**src/rtl/wb_stage.sv**
```systemverilog
// -----------------------------------------------------------------------------
// wb_stage
// Write-back end of the register-file interface. Captures each retiring
// instruction from the MEM stage into the MEM/WB register, selects the ALU
// result or the load data, and drives the ID-stage register-file write port.
// While a load waits on the SRAM response, `freeze` stalls IF/ID/EXE/MEM.
//
// Optional feature macro: WB_LOAD_TIMEOUT_EN
//   Defined   : a load that waits TIMEOUT_CYCLES in LOAD_WAIT is retired with
//               value 0 and the sticky load_error flag is set.
//   Undefined : LOAD_WAIT lasts until mem_ready; load_error is tied 0.
//
// Ports:
//   clk, rst        clock, asynchronous active-high reset
//   wb_enable_in    MEM-stage instruction writes a register
//   mem_read_in     MEM-stage instruction is a load
//   alu_result_in   ALU result (32)
//   dest_in         destination register (4)
//   mem_data_in     SRAM read data (32), valid with mem_ready
//   mem_ready       SRAM response strobe
//   wb_dest         register-file write address (4)
//   wb_value        register-file write data (32)
//   wb_enable_WB    register-file write enable
//   freeze          combinational upstream stall
//   load_error      sticky load-timeout flag
//
// States:
//   IDLE      | instructions retire every cycle
//   LOAD_WAIT | a load is parked waiting for mem_ready; upstream frozen
// -----------------------------------------------------------------------------
module wb_stage #(
    parameter int TIMEOUT_CYCLES = 255
) (
    input  logic        clk,
    input  logic        rst,
    input  logic        wb_enable_in,
    input  logic        mem_read_in,
    input  logic [31:0] alu_result_in,
    input  logic [3:0]  dest_in,
    input  logic [31:0] mem_data_in,
    input  logic        mem_ready,
    output logic [3:0]  wb_dest,
    output logic [31:0] wb_value,
    output logic        wb_enable_WB,
    output logic        freeze,
    output logic        load_error
);

    if (TIMEOUT_CYCLES < 1 || TIMEOUT_CYCLES > 1023) begin : g_bad_timeout
        $error("wb_stage: TIMEOUT_CYCLES must be in 1..1023");
    end

    typedef enum logic {IDLE, LOAD_WAIT} state_t;

    state_t      r_state;
    logic [3:0]  r_pend;
    logic        r_wen;
    logic [3:0]  r_dest;
    logic [31:0] r_value;

    logic w_load;
    logic w_timeout;

    assign w_load = mem_read_in & wb_enable_in;

`ifdef WB_LOAD_TIMEOUT_EN
    localparam int CW = $clog2(TIMEOUT_CYCLES + 1);

    logic [CW-1:0] r_cnt;
    logic          r_load_error;

    // mem_ready takes priority, so a timeout only fires when no data arrives.
    assign w_timeout  = (r_state == LOAD_WAIT) && !mem_ready &&
                        (r_cnt == CW'(TIMEOUT_CYCLES));
    assign load_error = r_load_error;
`else
    assign w_timeout  = 1'b0;
    assign load_error = 1'b0;
`endif

    // Gated by rst so the stall drops immediately on reset even if the MEM
    // stage is still presenting a load.
    assign freeze = !rst &&
                    (((r_state == IDLE) && w_load && !mem_ready) ||
                     ((r_state == LOAD_WAIT) && !mem_ready && !w_timeout));

    assign wb_enable_WB = r_wen;
    assign wb_dest      = r_dest;
    assign wb_value     = r_value;

    always_ff @(posedge clk or posedge rst) begin
        if (rst) begin
            r_state <= IDLE;
            r_pend  <= '0;
            r_wen   <= 1'b0;
            r_dest  <= '0;
            r_value <= '0;
`ifdef WB_LOAD_TIMEOUT_EN
            r_cnt        <= '0;
            r_load_error <= 1'b0;
`endif
        end else begin
            case (r_state)
                IDLE: begin
                    if (w_load && mem_ready) begin
                        r_wen   <= 1'b1;
                        r_dest  <= dest_in;
                        r_value <= mem_data_in;
                    end else if (w_load) begin
                        r_wen   <= 1'b0;
                        r_dest  <= dest_in;
                        r_value <= '0;
                        r_pend  <= dest_in;
                        r_state <= LOAD_WAIT;
`ifdef WB_LOAD_TIMEOUT_EN
                        r_cnt   <= '0;
`endif
                    end else begin
                        // Includes mem_read_in without wb_enable_in (a bubble).
                        r_wen   <= wb_enable_in;
                        r_dest  <= dest_in;
                        r_value <= alu_result_in;
                    end
                end
                LOAD_WAIT: begin
                    if (mem_ready) begin
                        r_wen   <= 1'b1;
                        r_dest  <= r_pend;
                        r_value <= mem_data_in;
                        r_state <= IDLE;
                    end else if (w_timeout) begin
                        r_wen   <= 1'b1;
                        r_dest  <= r_pend;
                        r_value <= '0;
                        r_state <= IDLE;
`ifdef WB_LOAD_TIMEOUT_EN
                        r_load_error <= 1'b1;
`endif
                    end else begin
                        r_wen <= 1'b0;
`ifdef WB_LOAD_TIMEOUT_EN
                        r_cnt <= r_cnt + CW'(1);
`endif
                    end
                end
                default: r_state <= IDLE;
            endcase
        end
    end

endmodule

```
**config.mk**
```make
export PLATFORM = sky130hd
export DESIGN_NAME = wb_stage
export DESIGN_NICKNAME = d
export VERILOG_FILES = /design/src/rtl/wb_stage.sv
export SDC_FILE = /design/constraint.sdc
export NUM_CORES = 1
export LEC_CHECK = 0
export ABC_AREA = 1
export BUFFER_PORTS_ARGS = -buffer_cell sky130_fd_sc_hd__buf_2
export CAP_MARGIN = 25
export CORE_MARGIN = 2
export CORE_UTILIZATION = 47
export DETAILED_ROUTE_END_ITERATION = 7
export HOLD_SLACK_MARGIN = 0.02
export PLACE_DENSITY = 0.87
export SYNTH_ARGS = -nofsm -noshare
export SYNTH_HDL_FRONTEND = slang
export SYNTH_SLANG_ARGS = --single-unit
```
**constraint.sdc**
```tcl
create_clock -name clk -period 1.57 [get_ports clk]
set_input_delay 0 -clock clk [delete_from_list [all_inputs] [get_ports clk]]
set_output_delay 0 -clock clk [all_outputs]
set_load 0.005 [all_outputs]
```
* Word level (Yosys, flattened, before mapping)
Index checks and enable logic that the tools add are counted.
** Operators by class
- Equal/unequal tests :: 1
- Mux-type cells :: 14
- Bitwise logic cells :: 3
- Reduce and logical (&&, ||, !) cells :: 9
** Operator list (count)
- 32-bit 2-to-1 mux :: 3
- 32-bit one-hot mux with 2 select lines :: 1
- 4-bit one-hot mux with 2 select lines :: 1
- 1-bit 2-to-1 mux :: 6
- 1-bit logical AND :: 5
- 4-bit 2-to-1 mux :: 1
- 1-bit one-hot mux with 2 select lines :: 2
- 3-bit AND reduction :: 1
- 1-bit zero test :: 2
- 2-bit inequality test, second input constant :: 1
- 1-bit NOT :: 2
- 1-bit bitwise AND :: 1
- 1-bit logical OR :: 1
** Word-level totals
- Register bits after elaboration :: 42
- Output and inout bits :: 39
- Word-level logic and storage cells :: 32

* Longest topological paths before layout
Gate-level depths: netlist of the first run.
- Depth after elaboration :: 5
- Gate-level depth with buffers :: 8

* Worst setup path before layout of the first run
No wires, ideal clock.
- Path type :: register to register
- From :: reg r_state
- To :: reg r_value[10], in the netlist wb_value[10]
- Library setup time :: 120 ps
- Arrival time :: 1009 ps
- Setup slack :: 441 ps
- Cell stages (with the launch flop) :: 8
- Buffers on the path :: 3
- Clock period less this slack :: 1129 ps
- Cells stage by stage :: dfrtp_1 > buf_6 > inv_4 > nor2_4 > buf_6 > buf_12 > a21oi_2 > a21oi_2
** Between the ends
- Longest elaborated chain between the ends :: 2
- Elaborated cells between the ends (all ways) :: 3
- Those cells by class :: eq/ne: 1; mux: 1; bitwise: 1
** RTL lines
- start: declaration :: line 55 : state_t r_state;
- start signal: assignment :: line 93 : r_state <= IDLE;
- start signal: assignment :: line 114 : r_state <= LOAD_WAIT;
- start signal: assignment :: line 130 : r_state <= IDLE;
- 1-bit NOT (no line)
- 32-bit one-hot mux with 2 select lines :: line 103 : case (r_state)
- end signal: assignment :: line 108 : r_value <= mem_data_in;
- end signal: assignment :: line 122 : r_value <= alu_result_in;
- end signal: assignment :: line 129 : r_value <= mem_data_in;
- end: declaration :: line 59 : logic [31:0] r_value;
Parallel ways exist; a longest one is shown, timed or not.
A chain may end at the register's enable or synchronous reset.

* Final worst setup path of the first run
- From :: reg r_state
- To :: out freeze
** Between the ends
- Longest elaborated chain between the ends :: 5
- Elaborated cells between the ends (all ways) :: 6
- Those cells by class :: bitwise: 1; reduce/logical: 5
** RTL lines
- 1-bit NOT (no line)
- 1-bit logical AND (2 in a row) :: line 84 : (((r_state == IDLE) && w_load && !mem_ready) ||
- 1-bit logical OR (*) :: line 84
- 1-bit logical AND (*) :: line 83 : assign freeze = !rst &&
- end: declaration :: line 45 : output logic freeze,
Every way passes the cells marked *; elsewhere a longest branch is shown, timed or not.

==> run_results.csv, run 1 <==
group,metric,value,unit
status,status,"finished, final reports clean",
setup_path,timing.critical_path.arrival,1430,ps
timing,drv_slew,0,
setup_path,worstPathMaxFanout,26,
synth,ys_warn_count,0,
synth,synthesis.area,2380,um^2
grt,antenna_found_initial,0,
timing,finalHoldViolCount,0,
drt,route.vias.total,2427,
power,power.static_leakage,0.00180,uW
cts,clkTransAtPathRegs,80,ps
power,vdd.ir_drop.worst,0.541,mV
cells_and_area,final_layout_size_suffix_gt1_share,41.4,%
synth,synth.distinct_cells,18,
setup_path,worst_setup_path_end_kind,"output pin",
synth,synth.net_count,367,
setup_path,critical_path.reg2reg.startpoint,"r_state$_DFF_PP0_",
cts,tritoncts_num_sinks,42,
timing,setup_viol,0,
drt,top_layer_used,"met4",
grt,grt_pass1_wl,10.4,mm
cts,post_cts.repair.setup_buffers,0,
placed_design,port-buffer-count,110,
cts,worst_skew_pair.late_latency,290,ps
cells_and_area,area.growth.synth_to_final,43.9,%
drt,detail_route.iter0.violations,118,
grt,grt_remaining_overflow,0,
drt,wirelength_met1,2.73,mm
drt,avgRoutedWirePerCell,13.1,um
placed_design,post-dp-hpwl,4.19,mm
synth,sequential_cell_area_fraction_in_the_yosys_report,44.1,%
cts,cts_resizes,0,
timing,clock_skew,4.84,ps
cells_and_area,fillerInstances,383,
cts,tritoncts_clock_tree,"built",
floorplan,i_o_pin_cnt,112,
power,power_per_cell_area,832,nW/um^2
setup_path,timing.critical_path.from,"r_state$_DFF_PP0_",
setup_path,critical_path_required,1570,ps
min_path,hold_class,"in2reg",
min_path,min_from,"alu_result_in[31]",
grt,grt_pass1_vias,2407,
floorplan,standard_cell_rows,25,
timing,rsz0062_at_grt,"false",
timing,layout_min_cycle_time,1430,ps
drt,vias_per_cell,4.77,
synth,post_synth.cell_area_avg,8.10,um^2
setup_path,crit_type,"reg2out",
floorplan,die_x,75.2,um
floorplan,initial_utilization,49.5,%
job,timing.max_cap.violations,0,
cts,cts_buffer_depth,2,
cells_and_area,design.final.nets,514,
floorplan,floorplan.die_area,5650,um^2
cells_and_area,antenna_cells,0,
timing,setup_tns,0,ps
cells_and_area,stdcell_count,509,
placed_design,dp_cells,464,
cts,root_buffer,"sky130_fd_sc_hd__clkbuf_8",
placed_design,gp_congestion,0.798,
timing,fmax,0.700,GHz
drt,drcViolationCount,0,
synth,synthCells,294,
cts,tritoncts_buffer_count,5,
drt,met3WireLength,357,um
timing,min_period_over_period,91.0,%
grt,globalRouteTotalUtil,24.2,%
drt,final_antenna_net_count,0,
floorplan,floorplan_core_area,4820,um^2
drt,drt_wl_total,6.66,mm
drt,met2WireLength,3.47,mm
floorplan,fp.dieH,75.2,um
synth,synth.ff_latch_count,42,
drt,drt-pass1-iter-count,4,
setup_path,critical_path.startpoint_type,"flop",
grt,maximum_number_of_pins_on_one_net_before_global_route_repair,27,
cts,h_tree_depth_reported_by_cts,2,
cell usage in the layout (no fill, tap or decap), drive strengths merged:
master and n:
a21oi 64, dlygate4sd3 37, o211ai 4, conb 1, inv 40, o21ai 6, buf 121, nor2 65
nand2 52, clkbuf 7, clkinv 2, nand3 1, dfrtp 42
cells by family (layout without fill, tap and decap cells):
group                  after synthesis  in the layout  share of synthesized area (%)
AO/OA/AOI/OAI                       74             74                           23.8
buffers and inverters               59            207                           12.8
other                                1              1                          0.157
AND/OR/NAND/NOR                    118            118                           19.1
flip-flops                          42             42                           44.1
state kept, by name, indices dropped and copies added, names as in the netlist:
register and count:
wb_dest 4, r_state 1, r_pend 4, wb_enable_WB 1, wb_value 32
per-layer routing:
metal | track usage [%] | up-vias
met5 | 0 | -
met4 | 6.43 | 0
met3 | 4.82 | 13
met2 | 45.8 | 94
met1 | 27.7 | 1125
li1 | - | 1195
critical path, cell delays in order (launching register included):
cell and delay (ps):
sky130_fd_sc_hd__dfrtp_1 420, sky130_fd_sc_hd__inv_4 100, sky130_fd_sc_hd__nor2_4 40, sky130_fd_sc_hd__inv_2 150
sky130_fd_sc_hd__buf_12 190, sky130_fd_sc_hd__a21oi_1 80, sky130_fd_sc_hd__buf_2 140
power by group:
| group | switching (uW) | internal [uW] | total (uW) |
|---|---|---|---|
| sequential | 88.9 | 1240 | 1330 |
| clock | 358 | 355 | 713 |
| combinational | 410 | 401 | 811 |
cell usage after synthesis (all sizes together):
cell	number	area, um^2
nor2	65	251
a21oi	64	508
nand2	52	198
dfrtp	42	1050
inv	41	156
buf	18	149
o21ai	6	30.0
o211ai	4	30.0
conb	1	3.75
nand3	1	5.00
path summary, 6_finish.rpt:
| path | endpoint | slack (ps) | depth (start not counted) |
|---|---|---|---|
| worst max register to register | wb_value[31]$_DFFE_PP0P_ | 360 | 7 |
| worst min register to register | r_pend[0]$_DFFE_PP0P_ | 500 | 2 |
| max in group asynchronous | wb_value[12]$_DFFE_PP0P_ | 930 | 4 |
| worst max-delay path | freeze | 140 | 6 |
| min in group asynchronous | r_pend[1]$_DFFE_PP0P_ | 170 | 3 |
| worst min-delay path | wb_value[31]$_DFFE_PP0P_ | 60 | 5 |
layout make-up:
type	count	area, um^2	area share, %
well taps	67	83.8	2.45
repair buffers	158	1020	29.6
clock inverters	1	5.00	0.146
multi-input cells	193	1030	30.0
inverters	41	156	4.56
flip-flops and latches	42	1050	30.7
clock buffers	7	86.3	2.52
per-stage QoR:
stage	cell area [um^2]	worst slack (ps)	utilization [%]	hold slack [ps]	power, uW
final	3430	142	71.1	57.9	2850
after global routing	3430	44.6	71.1	86.4	3030
after CTS	3430	134	71.1	37.1	2870
after detailed placement	2970	354	61.6	-105	2080
after global placement	2970	405	61.6	-111	2050
after floorplan	2380	441	-	27.6	1780
repair_timing:
item	4_1_cts	5_1_grt
hold buffers	37	0
endpoints found under the hold margin	82	0
setup endpoints to repair	0	0
No activity file was read; power rests on OpenSTA's default activity.
==> run 2: changes to the inputs <==
CORE_UTILIZATION = 48   (was 47)
PLACE_DENSITY = 0.88   (was 0.87)
clock period = 1.7 ns   (was 1.57 ns; I/O delays follow)
==> run 2 against run 1 <==
Net effect: utilization rose by 0.57 points; cell count fell by 0.79%; clock power fell by 9.0%; via count barely moved; largest cell class unchanged.
==> run_results.csv, run 2 (synthesis results as in run 1) <==
group,metric,value,unit
job,timing.max_cap.violations,0,
floorplan,floorplan.die_area,5540,um^2
cells_and_area,final_layout_size_suffix_gt1_share,41.1,%
cts,cts_buffer_depth,2,
drt,detail_route.iter0.violations,119,
setup_path,critPathSlowestCell,"sky130_fd_sc_hd__dlygate4sd3_1",
cells_and_area,design.final.nets,510,
drt,route.vias.total,2426,
cells_and_area,final_common_cell,"sky130_fd_sc_hd__buf_2",
floorplan,standard_cell_rows,25,
grt,globalRouteTotalUtil,23.9,%
timing,finalHoldViolCount,0,
min_path,holdPathEnd,"wb_value[31]$_DFFE_PP0P_",
timing,clock_skew,7.86,ps
setup_path,crit_chain,"dlygate4sd3_1, buf_2, nand2_2, buf_4, nor2_1, nand2_1, a21oi_1, buf_2",
floorplan,fp.dieH,74.5,um
min_path,min_from,"alu_result_in[31]",
grt,maximum_number_of_pins_on_one_net_before_global_route_repair,43,
min_path,min_delay_path_depth,5,
drt,drt-pass1-iter-count,4,
setup_path,critical_path_required,1700,ps
setup_path,worst_setup_path_end_kind,"output pin",
cts,root_buffer,"sky130_fd_sc_hd__clkbuf_8",
setup_path,timing.critical_path.arrival,1560,ps
setup_path,worstPathMaxFanout,17,
drt,avgRoutedWirePerCell,12.9,um
power,power_per_cell_area,768,nW/um^2
timing,setup_tns,0,ps
placed_design,gp_congestion,0.775,
cts,worst_skew_pair.late_latency,290,ps
drt,final_antenna_net_count,0,
grt,grt_pass1_vias,2285,
setup_path,critical_path.startpoint_type,"input pin",
timing,drv_slew,0,
cts,postCtsHoldBufs,37,
setup_path,worst_r2r_path_depth,5,
floorplan,floorplan_core_area,4750,um^2
cells_and_area,layout_common_cells,"sky130_fd_sc_hd__buf_2, sky130_fd_sc_hd__nor2_1, sky130_fd_sc_hd__nand2_1, sky130_fd_sc_hd__a21oi_2, sky130_fd_sc_hd__dfrtp_1",
timing,tightestPinTransition,574,ps
setup_path,crit_type,"in2out",
cts,clkTransAtPathRegs,80,ps
drt,drt_wl_total,6.49,mm
cts,tritoncts_num_sinks,42,
cells_and_area,area.growth.synth_to_final,43.1,%
cells_and_area,antenna_cells,0,
setup_path,most_frequent_cell_on_the_critical_path,"sky130_fd_sc_hd__buf_2",
setup_path,critical_path.reg2reg.startpoint,"r_state$_DFF_PP0_",
floorplan,initial_utilization,50.1,%
cts,h_tree_depth_reported_by_cts,2,
power,vdd.ir_drop.worst,0.480,mV
drt,vias_per_cell,4.80,
setup_path,r2r_setup_slack,390,ps
min_path,hold_class,"in2reg",
timing,layout_min_cycle_time,1560,ps
timing,min_period_over_period,91.6,%
timing,slew_headroom,61.7,%
setup_path,worst_r2r_endpoint,"wb_value[16]$_DFFE_PP0P_",
floorplan,die_x,74.5,um
cts,tritoncts_buffer_count,5,
grt,antenna_found_initial,0,
setup_path,cp_num_buf_inv,4,
cts,tritoncts_clock_tree,"built",
timing,setup_viol,0,
placed_design,post-dp-hpwl,4.08,mm
cts,post_cts.repair.setup_buffers,0,
cells_and_area,design_area,3410,um^2
grt,grt_remaining_overflow,0,
placed_design,port-buffer-count,110,
setup_path,crit_family,"buffers and inverters",
status,status,"finished, final reports clean",
cells_and_area,fillerInstances,365,
floorplan,i_o_pin_cnt,112,
cells_and_area,largest_register_ffs,32,
drt,drcViolationCount,0,
grt,grt_pass1_wl,10.1,mm
placed_design,postPlaceCellArea,2950,um^2
timing,rsz0062_at_grt,"false",
setup_path,max_stage_delay,530,ps
timing,fmax,0.642,GHz
power,power.static_leakage,0.00178,uW
cts,cts_resizes,0,
==> run 2: worst max path at each step <==
stage	to	startpoint	slack (ps)	cells after the start
after CTS	freeze	r_state$_DFF_PP0_	120	5
after floorplan	wb_value[10]$_DFFE_PP0P_	r_state$_DFF_PP0_	570	7
after detailed placement	wb_value[16]$_DFFE_PP0P_	r_state$_DFF_PP0_	390	5
after global placement	freeze	r_state$_DFF_PP0_	490	5
after global routing	freeze	r_state$_DFF_PP0_	20	5
final	freeze	wb_enable_in	140	8
==> run 2: area by class of cell <==
| class | instances | area (um^2) | area share, % |
|---|---|---|---|
| repair buffers | 154 | 998 | 29.3 |
| clock inverters | 1 | 5.00 | 0.147 |
| well taps | 67 | 83.8 | 2.46 |
| flip-flops and latches | 42 | 1050 | 30.8 |
| clock buffers | 7 | 86.3 | 2.53 |
| inverters | 41 | 156 | 4.59 |
| multi-input cells | 193 | 1030 | 30.2 |
==> run 2: worst register-to-register path: stages (launching register included) <==
cell,delay (ps)
sky130_fd_sc_hd__dfrtp_1,420
sky130_fd_sc_hd__inv_4,90
sky130_fd_sc_hd__nor2_4,40
sky130_fd_sc_hd__inv_2,420
sky130_fd_sc_hd__nor2_1,140
sky130_fd_sc_hd__a21oi_2,130
==> run 2: routing by layer <==
layer	global-route usage, %	wire [um]	vias to the layer above
met5	0	0	-
met4	6.94	119	0
met3	6.37	441	14
met2	41.7	3220	107
met1	29.2	2710	1115
li1	-	-	1190
==> run 2: report_power, final <==
| part | internal, uW | switching (uW) | total, uW | leakage [uW] |
|---|---|---|---|---|
| registers | 1140 | 78.6 | 1220 | 0.000506 |
| logic | 368 | 380 | 747 | 0.00123 |
| clock network | 328 | 321 | 649 | 0.0000482 |
| total | 1840 | 780 | 2620 | 0.00178 |
==> run 2: per-stage QoR <==
stage / total power, uW / hold WS [ps] / util (%) / std cells / setup slack (ps)
6_report: 2620 / 54.2 / 71.7 / 505 / 143
5_1_grt: 2790 / 64.3 / 71.7 / 505 / 17.3
4_1_cts: 2650 / 33.8 / 71.7 / 505 / 117
3_5_place_dp: 1920 / 61.5 / 62.0 / 460 / 391
3_3_place_gp: 1890 / 55.2 / 62.0 / 460 / 491
2_1_floorplan: 1640 / 27.6 / - / 294 / 571
==> run 3: changes to the inputs <==
CAP_MARGIN = 15   (was 25)
CORE_UTILIZATION = 45   (was 48)
GPL_TIMING_DRIVEN = 0   (was not set)
PLACE_DENSITY = 0.84   (was 0.88)
==> run 3 against run 2 <==
Net effect: count of clock-buffer cells in the layout down 2; non-clock buffer count is 12 higher; largest cell class is now non-clock buffers; power grew 5.5%; clock power increased by 19%; design area is 2.9% higher; global-route usage shrank 2.0 points; clock skew fell by 2.1 ps; utilization fell by 3.0 points; sequential cell count did not move; sequential share of layout area fell by 0.88 points.
==> run_results.csv, run 3 (synthesis results as in run 1) <==
group,metric,value,unit
setup_path,timing.critical_path.from,"r_state$_DFF_PP0_",
setup_path,worst_setup_path_end_kind,"output pin",
setup_path,timing.critical_path.arrival,1490,ps
setup_path,worst_r2r_path_depth,7,
timing,drv_slew,0,
setup_path,critical_path.startpoint_type,"flop",
grt,grt_pass1_vias,2376,
floorplan,i_o_pin_cnt,112,
cells_and_area,largest_register_ffs,32,
min_path,min_from,"mem_data_in[31]",
cells_and_area,antenna_cells,0,
cells_and_area,final_layout_size_suffix_gt1_share,42.4,%
placed_design,pre_cts_ws,445,ps
timing,tightestPinTransition,878,ps
power,total_power,2760,uW
setup_path,worstPathMaxFanout,10,
timing,setup_slack,208,ps
grt,grt_pass1_wl,10.5,mm
cts,cts_buffer_depth,2,
setup_path,worst_r2r_endpoint,"wb_value[25]$_DFFE_PP0P_",
timing,min_period_over_period,87.8,%
setup_path,critPathCapture,"freeze",
timing,rsz0062_at_grt,"false",
cells_and_area,design.final.nets,522,
drt,drt_wl_total,6.46,mm
setup_path,critical_path.reg2reg.startpoint,"r_state$_DFF_PP0_",
floorplan,initial_utilization,46.6,%
setup_path,critical_path_required,1700,ps
drt,detail_route.iter0.violations,80,
setup_path,crit_type,"reg2out",
power,power_per_cell_area,787,nW/um^2
placed_design,gp_congestion,0.783,
floorplan,floorplan.die_area,5890,um^2
cts,tritoncts_buffer_count,5,
cells_and_area,layout.core_utilization,68.7,%
placed_design,post-dp-hpwl,4.25,mm
drt,drt-pass1-iter-count,4,
min_path,hold_class,"in2reg",
timing,slew_headroom,41.4,%
grt,antenna_found_initial,0,
drt,final_antenna_net_count,0,
timing,layout_min_cycle_time,1490,ps
drt,drcViolationCount,0,
power,vdd.ir_drop.worst,0.447,mV
cts,root_buffer,"sky130_fd_sc_hd__clkbuf_8",
cts,worst_skew_pair.late_latency,290,ps
cells_and_area,layout_common_cells,"sky130_fd_sc_hd__buf_2, sky130_fd_sc_hd__nor2_1, sky130_fd_sc_hd__nand2_1",
drt,route.vias.total,2392,
setup_path,r2r_setup_slack,430,ps
grt,grt_remaining_overflow,0,
grt,maximum_number_of_pins_on_one_net_before_global_route_repair,43,
floorplan,die_x,76.8,um
cts,tritoncts_num_sinks,42,
floorplan,floorplan_core_area,5110,um^2
status,status,"finished, final reports clean",
grt,globalRouteTotalUtil,21.9,%
cts,clkTransAtPathRegs,80,ps
drt,vias_per_cell,4.60,
timing,setup_tns,0,ps
cts,tritoncts_clock_tree,"built",
cells_and_area,area.growth.synth_to_final,47.3,%
floorplan,standard_cell_rows,26,
cts,cts_resizes,0,
timing,fmax,0.670,GHz
power,power.static_leakage,0.00184,uW
cts,h_tree_depth_reported_by_cts,2,
cells_and_area,final_common_cell,"sky130_fd_sc_hd__buf_2",
timing,setup_viol,0,
timing,finalHoldViolCount,0,
job,timing.max_cap.violations,0,
drt,avgRoutedWirePerCell,12.4,um
timing,clock_skew,5.72,ps
placed_design,port-buffer-count,110,
floorplan,fp.dieH,76.8,um
run 3: metrics by stage:
stage	hold slack [ps]	cell area (um^2)	cells
detailed placement	243	3020	474
CTS	49.7	3510	520
global route	90.4	3510	520
global placement	228	3020	474
finish	61.9	3510	520
floorplan	27.6	2380	294
run 3: worst max-delay path: stages (launching register included):
cell	delay, ps
sky130_fd_sc_hd__dfrtp_1	380
sky130_fd_sc_hd__buf_6	140
sky130_fd_sc_hd__inv_4	80
sky130_fd_sc_hd__nor2_4	40
sky130_fd_sc_hd__inv_2	90
sky130_fd_sc_hd__buf_2	240
sky130_fd_sc_hd__a21oi_1	90
sky130_fd_sc_hd__buf_2	140
run 3: worst min path at each step:
stage | end | slack (ps) | cells past startpoint
finish | wb_value[31]$_DFFE_PP0P_ | 60 | 5
global route | wb_value[31]$_DFFE_PP0P_ | 90 | 5
CTS | wb_value[31]$_DFFE_PP0P_ | 50 | 5
detailed placement | freeze | 240 | 3
global placement | freeze | 230 | 3
floorplan | freeze | 30 | 1
run 3: area by class of cell:
cell class,instances,area [um^2]
plain buffers,18,149
clock buffers,5,68.8
clock inverters,3,40.0
fillers,430,1600
inverters,41,156
multi-input cells,193,1030
flip-flops and latches,42,1050
well taps,70,87.6
repair buffers,148,931
run 3: layer usage:
layer,track usage [%],up-vias,routed length (um)
met4,6.18,0,41
li1,-,1215,-
met2,39.8,82,3260
met5,0,-,0
met1,25.9,1091,2780
met3,4.59,4,375
run 3: power by group:
group / switching (uW) / leakage (uW) / internal (uW) / total (uW)
Sequential: 78.2 / 0.000506 / 1140 / 1220
Combinational: 383 / 0.00128 / 384 / 767
Clock: 342 / 0.0000579 / 432 / 774
run 3: what timing repair did:
action	in CTS	in global routing
setup buffers	0	0
hold buffers	38	0
hold endpoints to repair	83	0
